<file path="config.mk">
export PLATFORM = sky130hd
export DESIGN_NAME = mc_ctrl_flat
export DESIGN_NICKNAME = d
export VERILOG_FILES = /design/src/rtl/mc_pkg.sv /design/src/rtl/mc_if.sv /design/src/rtl/mc_decode.sv /design/src/rtl/mc_ctrl.sv /design/src/flat_wrapper.sv
export SDC_FILE = /design/constraint.sdc
export NUM_CORES = 1
export LEC_CHECK = 0
export CELL_PAD_IN_SITES_DETAIL_PLACEMENT = 2
export CELL_PAD_IN_SITES_GLOBAL_PLACEMENT = 2
export CORE_MARGIN = 5
export CORE_UTILIZATION = 24
export CTS_CLUSTER_SIZE = 25
export DETAILED_ROUTE_END_ITERATION = 8
export PLACE_DENSITY_LB_ADDON = 0.1
export SYNTH_ARGS = -nofsm -noshare
export SYNTH_HDL_FRONTEND = slang
export SYNTH_HIERARCHICAL = 1
export SYNTH_SLANG_ARGS = --single-unit
</file>
<file path="constraint.sdc">
create_clock -name clk -period 3.57 [get_ports clk]
set_input_delay 0.714 -clock clk [delete_from_list [all_inputs] [get_ports clk]]
set_output_delay 0.714 -clock clk [all_outputs]
set_load 0.01 [all_outputs]
</file>
<file path="src/rtl/mc_pkg.sv">
// Shared constants for the multicycle controller: state codes, opcode/funct
// fields, next-PC selects, datapath control codes and instruction classes.
package mc_pkg;

  localparam logic [2:0] S_FETCH = 3'd0;
  localparam logic [2:0] S_DCD   = 3'd1;
  localparam logic [2:0] S_EXE   = 3'd2;
  localparam logic [2:0] S_MEM   = 3'd3;
  localparam logic [2:0] S_WB    = 3'd4;
  localparam logic [2:0] S_HALT  = 3'd5;

  localparam logic [5:0] OP_R    = 6'b000000;
  localparam logic [5:0] FN_ADDU = 6'b100001;
  localparam logic [5:0] FN_SUBU = 6'b100011;
  localparam logic [5:0] FN_JR   = 6'b001000;
  localparam logic [5:0] OP_ORI  = 6'b001101;
  localparam logic [5:0] OP_LUI  = 6'b001111;
  localparam logic [5:0] OP_LW   = 6'b100011;
  localparam logic [5:0] OP_SW   = 6'b101011;
  localparam logic [5:0] OP_BEQ  = 6'b000100;
  localparam logic [5:0] OP_J    = 6'b000010;
  localparam logic [5:0] OP_JAL  = 6'b000011;

  localparam logic [2:0] NPC_PC4 = 3'b000;
  localparam logic [2:0] NPC_BEQ = 3'b001;
  localparam logic [2:0] NPC_J   = 3'b010;
  localparam logic [2:0] NPC_JR  = 3'b100;

  localparam logic [1:0] ALU_ADD = 2'd0;
  localparam logic [1:0] ALU_SUB = 2'd1;
  localparam logic [1:0] ALU_FN  = 2'd2;
  localparam logic [1:0] ALU_OR  = 2'd3;

  localparam logic [1:0] EXT_ZERO = 2'd0;
  localparam logic [1:0] EXT_SIGN = 2'd1;
  localparam logic [1:0] EXT_LUI  = 2'd2;

  localparam logic [1:0] DST_RT  = 2'd0;
  localparam logic [1:0] DST_RD  = 2'd1;
  localparam logic [1:0] DST_R31 = 2'd2;

  localparam logic [1:0] M2R_ALU  = 2'd0;
  localparam logic [1:0] M2R_MEM  = 2'd1;
  localparam logic [1:0] M2R_PCP4 = 2'd2;

  typedef enum logic [3:0] {
    CLS_RALU,
    CLS_JR,
    CLS_ORI,
    CLS_LUI,
    CLS_LW,
    CLS_SW,
    CLS_BEQ,
    CLS_J,
    CLS_JAL,
    CLS_ILL
  } instr_cls_t;

endpackage

</file>
<file path="src/rtl/mc_if.sv">
// Bus between the controller and the datapath/memory: instruction fields and
// status in, control strobes and status flags out.
interface mc_if;
  logic [5:0] op;
  logic [5:0] funct;
  logic       zero;
  logic       memRdy;
  logic       pcWr;
  logic [2:0] npcSel;
  logic       irWr;
  logic       memRd;
  logic       memWr;
  logic       iorD;
  logic       regWr;
  logic [1:0] regDst;
  logic [1:0] memToReg;
  logic       aluSrc;
  logic [1:0] aluOp;
  logic [1:0] extOp;
  logic [2:0] state;
  logic       illegal;
  logic       busErr;

  modport master (
    input  op, funct, zero, memRdy,
    output pcWr, npcSel, irWr, memRd, memWr, iorD, regWr, regDst, memToReg,
           aluSrc, aluOp, extOp, state, illegal, busErr
  );

  modport slave (
    output op, funct, zero, memRdy,
    input  pcWr, npcSel, irWr, memRd, memWr, iorD, regWr, regDst, memToReg,
           aluSrc, aluOp, extOp, state, illegal, busErr
  );
endinterface

</file>
<file path="src/rtl/mc_decode.sv">
// Combinational instruction classifier: op/funct to class plus legal flag.
module mc_decode
  import mc_pkg::*;
(
  input  logic [5:0] i_op,
  input  logic [5:0] i_funct,
  output instr_cls_t o_cls,
  output logic       o_legal
);

  always_comb begin
    o_cls = CLS_ILL;
    case (i_op)
      OP_R: begin
        case (i_funct)
          FN_ADDU, FN_SUBU: o_cls = CLS_RALU;
          FN_JR:            o_cls = CLS_JR;
          default:          o_cls = CLS_ILL;
        endcase
      end
      OP_ORI:  o_cls = CLS_ORI;
      OP_LUI:  o_cls = CLS_LUI;
      OP_LW:   o_cls = CLS_LW;
      OP_SW:   o_cls = CLS_SW;
      OP_BEQ:  o_cls = CLS_BEQ;
      OP_J:    o_cls = CLS_J;
      OP_JAL:  o_cls = CLS_JAL;
      default: o_cls = CLS_ILL;
    endcase
    o_legal = (o_cls != CLS_ILL);
  end

endmodule

</file>
<file path="src/rtl/mc_ctrl.sv">
// Multicycle CPU controller: FETCH/DCD/EXE/MEM/WB sequencing with a bounded
// memory wait, sticky HALT on illegal instruction or bus timeout.
module mc_ctrl
  import mc_pkg::*;
#(
  parameter int unsigned WAIT_MAX = 15
) (
  input  logic clk,
  input  logic rst,
  mc_if.master bus
);

  localparam int unsigned CW = ($clog2(WAIT_MAX + 1) > 4) ? $clog2(WAIT_MAX + 1) : 4;

  logic [2:0]    r_state;
  logic [2:0]    w_nxt;
  logic [CW-1:0] r_cnt;
  logic [CW-1:0] w_cnt_nxt;
  logic          r_illegal;
  logic          r_busErr;
  logic          w_set_ill;
  logic          w_set_bus;
  logic          w_mem_phase;
  logic          w_waiting;
  logic          w_wait_exp;
  logic          w_legal;
  instr_cls_t    w_cls;

  mc_decode u_decode (
    .i_op    (bus.op),
    .i_funct (bus.funct),
    .o_cls   (w_cls),
    .o_legal (w_legal)
  );

  // Timeout fires on the cycle that would bring the counter to WAIT_MAX, so a
  // memRdy arriving in that same cycle still completes the access.
  assign w_mem_phase = (r_state == S_FETCH) || (r_state == S_MEM);
  assign w_waiting   = w_mem_phase && !bus.memRdy;
  assign w_wait_exp  = w_waiting && (r_cnt == CW'(WAIT_MAX - 1));
  assign w_cnt_nxt   = w_waiting ? r_cnt + CW'(1) : '0;

  always_comb begin
    bus.pcWr     = 1'b0;
    bus.npcSel   = NPC_PC4;
    bus.irWr     = 1'b0;
    bus.memRd    = 1'b0;
    bus.memWr    = 1'b0;
    bus.iorD     = 1'b0;
    bus.regWr    = 1'b0;
    bus.regDst   = DST_RT;
    bus.memToReg = M2R_ALU;
    bus.aluSrc   = 1'b0;
    bus.aluOp    = ALU_ADD;
    bus.extOp    = EXT_ZERO;
    w_nxt        = r_state;
    w_set_ill    = 1'b0;
    w_set_bus    = 1'b0;
    case (r_state)
      S_FETCH: begin
        bus.memRd = 1'b1;
        if (bus.memRdy) begin
          bus.irWr = 1'b1;
          w_nxt    = S_DCD;
        end else if (w_wait_exp) begin
          w_nxt     = S_HALT;
          w_set_bus = 1'b1;
        end
      end
      S_DCD: begin
        if (!w_legal) begin
          w_nxt     = S_HALT;
          w_set_ill = 1'b1;
        end else begin
          case (w_cls)
            CLS_J, CLS_JAL: begin
              bus.pcWr   = 1'b1;
              bus.npcSel = NPC_J;
              w_nxt      = S_FETCH;
              if (w_cls == CLS_JAL) begin
                bus.regWr    = 1'b1;
                bus.regDst   = DST_R31;
                bus.memToReg = M2R_PCP4;
              end
            end
            CLS_JR: begin
              bus.pcWr   = 1'b1;
              bus.npcSel = NPC_JR;
              w_nxt      = S_FETCH;
            end
            default: w_nxt = S_EXE;
          endcase
        end
      end
      S_EXE: begin
        w_nxt = S_WB;
        case (w_cls)
          CLS_RALU: bus.aluOp = ALU_FN;
          CLS_ORI: begin
            bus.aluOp  = ALU_OR;
            bus.aluSrc = 1'b1;
          end
          CLS_LUI: begin
            bus.extOp  = EXT_LUI;
            bus.aluSrc = 1'b1;
          end
          CLS_LW, CLS_SW: begin
            bus.aluSrc = 1'b1;
            bus.extOp  = EXT_SIGN;
            w_nxt      = S_MEM;
          end
          CLS_BEQ: begin
            bus.aluOp  = ALU_SUB;
            bus.extOp  = EXT_SIGN;
            bus.pcWr   = 1'b1;
            bus.npcSel = NPC_BEQ;
            w_nxt      = S_FETCH;
          end
          default: begin
            w_nxt     = S_HALT;
            w_set_ill = 1'b1;
          end
        endcase
      end
      S_MEM: begin
        bus.iorD   = 1'b1;
        bus.aluSrc = 1'b1;
        bus.extOp  = EXT_SIGN;
        if (w_cls == CLS_SW) bus.memWr = 1'b1;
        else                 bus.memRd = 1'b1;
        if (bus.memRdy) begin
          if (w_cls == CLS_SW) begin
            bus.pcWr = 1'b1;
            w_nxt    = S_FETCH;
          end else begin
            w_nxt = S_WB;
          end
        end else if (w_wait_exp) begin
          w_nxt     = S_HALT;
          w_set_bus = 1'b1;
        end
      end
      S_WB: begin
        bus.regWr = 1'b1;
        bus.pcWr  = 1'b1;
        w_nxt     = S_FETCH;
        if (w_cls == CLS_RALU) bus.regDst = DST_RD;
        if (w_cls == CLS_LW)   bus.memToReg = M2R_MEM;
      end
      S_HALT:  w_nxt = S_HALT;
      default: w_nxt = S_FETCH;
    endcase
    if (rst) begin
      bus.pcWr  = 1'b0;
      bus.irWr  = 1'b0;
      bus.regWr = 1'b0;
      bus.memRd = 1'b0;
      bus.memWr = 1'b0;
    end
  end

  always_ff @(posedge clk) begin
    if (rst) begin
      r_state   <= S_FETCH;
      r_cnt     <= '0;
      r_illegal <= 1'b0;
      r_busErr  <= 1'b0;
    end else begin
      r_state <= w_nxt;
      r_cnt   <= w_cnt_nxt;
      if (w_set_ill) r_illegal <= 1'b1;
      if (w_set_bus) r_busErr  <= 1'b1;
    end
  end

  assign bus.state   = r_state;
  assign bus.illegal = r_illegal;
  assign bus.busErr  = r_busErr;

endmodule

</file>
<file path="src/flat_wrapper.sv">
// flat-port wrapper written by rule: the top's interface ports become plain ports
module mc_ctrl_flat import mc_pkg::*;
#(
  parameter int unsigned WAIT_MAX = 15
)
  (clk, rst, bus_op, bus_funct, bus_zero, bus_memRdy, bus_pcWr, bus_npcSel, bus_irWr, bus_memRd, bus_memWr, bus_iorD, bus_regWr, bus_regDst, bus_memToReg, bus_aluSrc, bus_aluOp, bus_extOp, bus_state, bus_illegal, bus_busErr);
  mc_if bus_i ();
  input  logic clk;
  input  logic rst;
  input wire logic [$bits(bus_i.op)-1:0] bus_op;
  input wire logic [$bits(bus_i.funct)-1:0] bus_funct;
  input wire logic [$bits(bus_i.zero)-1:0] bus_zero;
  input wire logic [$bits(bus_i.memRdy)-1:0] bus_memRdy;
  output wire logic [$bits(bus_i.pcWr)-1:0] bus_pcWr;
  output wire logic [$bits(bus_i.npcSel)-1:0] bus_npcSel;
  output wire logic [$bits(bus_i.irWr)-1:0] bus_irWr;
  output wire logic [$bits(bus_i.memRd)-1:0] bus_memRd;
  output wire logic [$bits(bus_i.memWr)-1:0] bus_memWr;
  output wire logic [$bits(bus_i.iorD)-1:0] bus_iorD;
  output wire logic [$bits(bus_i.regWr)-1:0] bus_regWr;
  output wire logic [$bits(bus_i.regDst)-1:0] bus_regDst;
  output wire logic [$bits(bus_i.memToReg)-1:0] bus_memToReg;
  output wire logic [$bits(bus_i.aluSrc)-1:0] bus_aluSrc;
  output wire logic [$bits(bus_i.aluOp)-1:0] bus_aluOp;
  output wire logic [$bits(bus_i.extOp)-1:0] bus_extOp;
  output wire logic [$bits(bus_i.state)-1:0] bus_state;
  output wire logic [$bits(bus_i.illegal)-1:0] bus_illegal;
  output wire logic [$bits(bus_i.busErr)-1:0] bus_busErr;
  assign bus_i.op = bus_op;
  assign bus_i.funct = bus_funct;
  assign bus_i.zero = bus_zero;
  assign bus_i.memRdy = bus_memRdy;
  assign bus_pcWr = bus_i.pcWr;
  assign bus_npcSel = bus_i.npcSel;
  assign bus_irWr = bus_i.irWr;
  assign bus_memRd = bus_i.memRd;
  assign bus_memWr = bus_i.memWr;
  assign bus_iorD = bus_i.iorD;
  assign bus_regWr = bus_i.regWr;
  assign bus_regDst = bus_i.regDst;
  assign bus_memToReg = bus_i.memToReg;
  assign bus_aluSrc = bus_i.aluSrc;
  assign bus_aluOp = bus_i.aluOp;
  assign bus_extOp = bus_i.extOp;
  assign bus_state = bus_i.state;
  assign bus_illegal = bus_i.illegal;
  assign bus_busErr = bus_i.busErr;
  mc_ctrl #(.WAIT_MAX(WAIT_MAX)) u_core (.clk(clk), .rst(rst), .bus(bus_i));
endmodule
</file>
==> flow_summary.yaml <==
sta:
  slew_viol_final: 0
  tns_ps: -53.5
  hold_viol: 0
  max_freq_ghz: 0.276
  tightest_slew_ps: 630
  maxSlewHeadroom: 0.580
  worst_slack_ps: -53.5
  fin_crit_ps: 3620
  finClkSkew_ps: 1.60
  rsz0062_at_grt: "yes"
  final.period_utilization: 1.01
  holdWs_ps: 466
  setup_viol: 1
clock_tree:
  cts_hold_buffers: 0
  h-tree-depth: 1
  cts.path.max_buffers: 2
  tritoncts: "yes"
  clk_pin_slew_ps: 50
  cts_buffers: 3
  clkLatencyLatePin_ps: 230
  cts.sinks: 9
  cts-root-buf: "clkbuf_8"
drt:
  detail_route.wirelength_um: 5560
  drt-initial-drc-count: 21
  wire_per_inst_um: 19.9
  drc: 0
  first_pass_iters: 4
  viasPerCell: 5.20
  routed-via-count: 1450
  ant_nets: 0
place:
  dpl_cell_area_mm2: 0.00164
  gp_congestion: 0.825
  numPortBuffers: 37
  dp_hpwl_um: 3510
  dp.cells: 252
  pre_cts_slack_ps: -857
finish:
  area_growth_pct: 84.2
  post-route-util: 0.457
  fill_cells: 498
  drive_gt1_frac: 0.467
  diodes: 0
  stdcell_count: 279
  fin_nets: 246
  stdcell_area_mm2: 0.00200
grt:
  grt_antenna_before_repair: 0
  grt_max_degree: 16
  grt_pass1_vias: 1671
  grt_pass1_wl_um: 8450
  grt_overflow: 0
  grtUsageTotal: 0.172
synth:
  yosys_warnings: 6
  synth.most_common_cell: "nor2_1"
  yosys-top-cells-count: "nor2_1 (28), dfxtp_1 (9), nand2_1 (9), a21oi_1 (7), inv_1 (7)"
  synth_edf_count: 0
  ys_async_sr_fraction: 0
  synth_area_leaders: "dfxtp_1 (17%), nor2_1 (9.7%), buf_6 (5.2%), a21oi_1 (3.2%), xnor2_1 (3.2%)"
  ys_seq_area_frac: 0.166
  postSynthCellCount: 148
  ys_ff_latch: 9
  synthFlopType: "dfxtp_1"
  syn_area_mm2: 0.00109
  synth_nets: 166
  syn_area_per_cell_um2: 7.35
  synth_top_area_share: 0.166
  ys_types: 48
  synth_top_area_cell: "dfxtp_1"
die:
  coreArea_mm2: 0.00438
  ios: 39
  die_h_um: 77.3
  die_area_mm2: 0.00598
  initial_core_util: 0.248
  die_w_um: 77.3
  rows: 24
power_and_ir_drop:
  peakVddDrop_v: 0.000165
  power.density_mw_per_mm2: 204
  finalPower_mw: 0.409
  p_leak_nw: 0.836
critical_path:
  cp-end-kind: "primary output"
  max_stage_delay_ps: 540
  crit_family: "simple AND/OR/NAND/NOR gates"
  arrival_ps: 2910
  timing.critical_path.mode_cell: "buf_4"
  startpoint_type: "input port"
  critPathBufInv: 4
  critPathKind: "input port to primary output"
  critPathSlowestCell: "or4_4"
  cp_cell_sequence: "buf_6, or4_4, o31ai_4, buf_4, buf_4, o21ai_4, xnor2_2, or3_4, o32a_1, a31oi_1, buf_2"
  cp_max_fo: 7
  rrSetupSlack_ps: 1850
  crit_required_ps: 2860
worst_hold_path:
  hp-class: "flop to flop"
flow_run:
  max-cap-violations: 0
run_status:
  violations: "negative setup slack"
  outcome: "finished, violations left"
[layer usage]
| metal | up-vias | part of all wire | routed length, µm | global-route usage |
|---|---|---|---|---|
| met5 | - | 0 | 0 | 0 |
| met4 | 0 | 0.039 | 218 | 0.0567 |
| met3 | 16 | 0.042 | 232 | 0.0480 |
| met2 | 41 | 0.51 | 2860 | 0.325 |
| met1 | 709 | 0.40 | 2250 | 0.181 |
| li1 | 684 | - | - | - |
[repair_timing]
item,in CTS,in global routing
resized for setup,89,25
pin swaps,19,11
endpoints found under the setup margin,16,14
cloned,0,0
hold endpoints to repair,0,0
setup buffers,14,9
[registers in the layout (all words and copies together), names as in the netlist]
name,cells
u_core/r_cnt,4
u_core/bus.state,3
u_core/bus.busErr,1
u_core/bus.illegal,1
[cells by family (layout without fill, tap and decap cells)]
family,after synthesis,in the layout,synth area share
and+or+nand+nor,79,79,0.419
adders and majority gates,2,2,0.0230
xor gates and xnor gates,7,7,0.0564
buffers and inverters,21,100,0.121
DFF,9,9,0.166
AOI/OAI and AO/OA,30,30,0.215
[final cells by class]
type	instances	area [µm²]	area share
multi-input cells	118	942	0.470
repair buffers	89	743	0.371
flip-flops and latches	9	180	0.0899
well taps	52	65.1	0.0325
clock buffers	3	41.3	0.0206
inverters	7	26.3	0.0131
clock inverters	1	5.00	0.00250
[cell usage in the layout, fill, tap and decap left out, types with 2 or more instances in the layout]
cell type and n:
a21oi_1 6, a221oi_2 2, a31oi_1 4, a32o_1 2, and3_1 2, buf_2 4, buf_4 47, buf_6 10
clkbuf_2 4, clkbuf_8 3, clkdlybuf4s15_1 2, clkdlybuf4s15_2 3, clkdlybuf4s50_1 11, dfxtp_1 9, dlygate4sd2_1 7, ha_1 2
inv_1 6, nand2_1 8, nand2_2 2, nand2b_1 2, nand3_1 5, nor2_1 26, nor2_2 2, nor2b_1 3
nor3_1 4, nor3_2 2, nor4_1 2, nor4_2 2, nor4b_4 2, o21ai_0 2, o31ai_1 2, or3_4 3
or4_4 2, xnor2_1 2, xnor2_2 2, xor2_1 3
[power breakdown]
part	total [mW]	internal, mW	switching (mW)
Clock	0.120	0.0764	0.0437
Sequential	0.117	0.106	0.0112
Combinational	0.172	0.0868	0.0854
Total	0.409	0.269	0.140
[worst paths after layout]
kind,from,to,cells after the start
min,u_core/r_cnt[0]$_SDFF_PP0_,u_core/r_cnt[0]$_SDFF_PP0_,1
min reg2reg,u_core/r_cnt[0]$_SDFF_PP0_,u_core/r_cnt[0]$_SDFF_PP0_,1
max reg2reg,u_core/bus.state[1]$_SDFF_PP0_,u_core/bus.state[1]$_SDFF_PP0_,4
max,bus_op[2],bus_pcWr,11
Note: power is estimated with default switching activity, not from simulation.
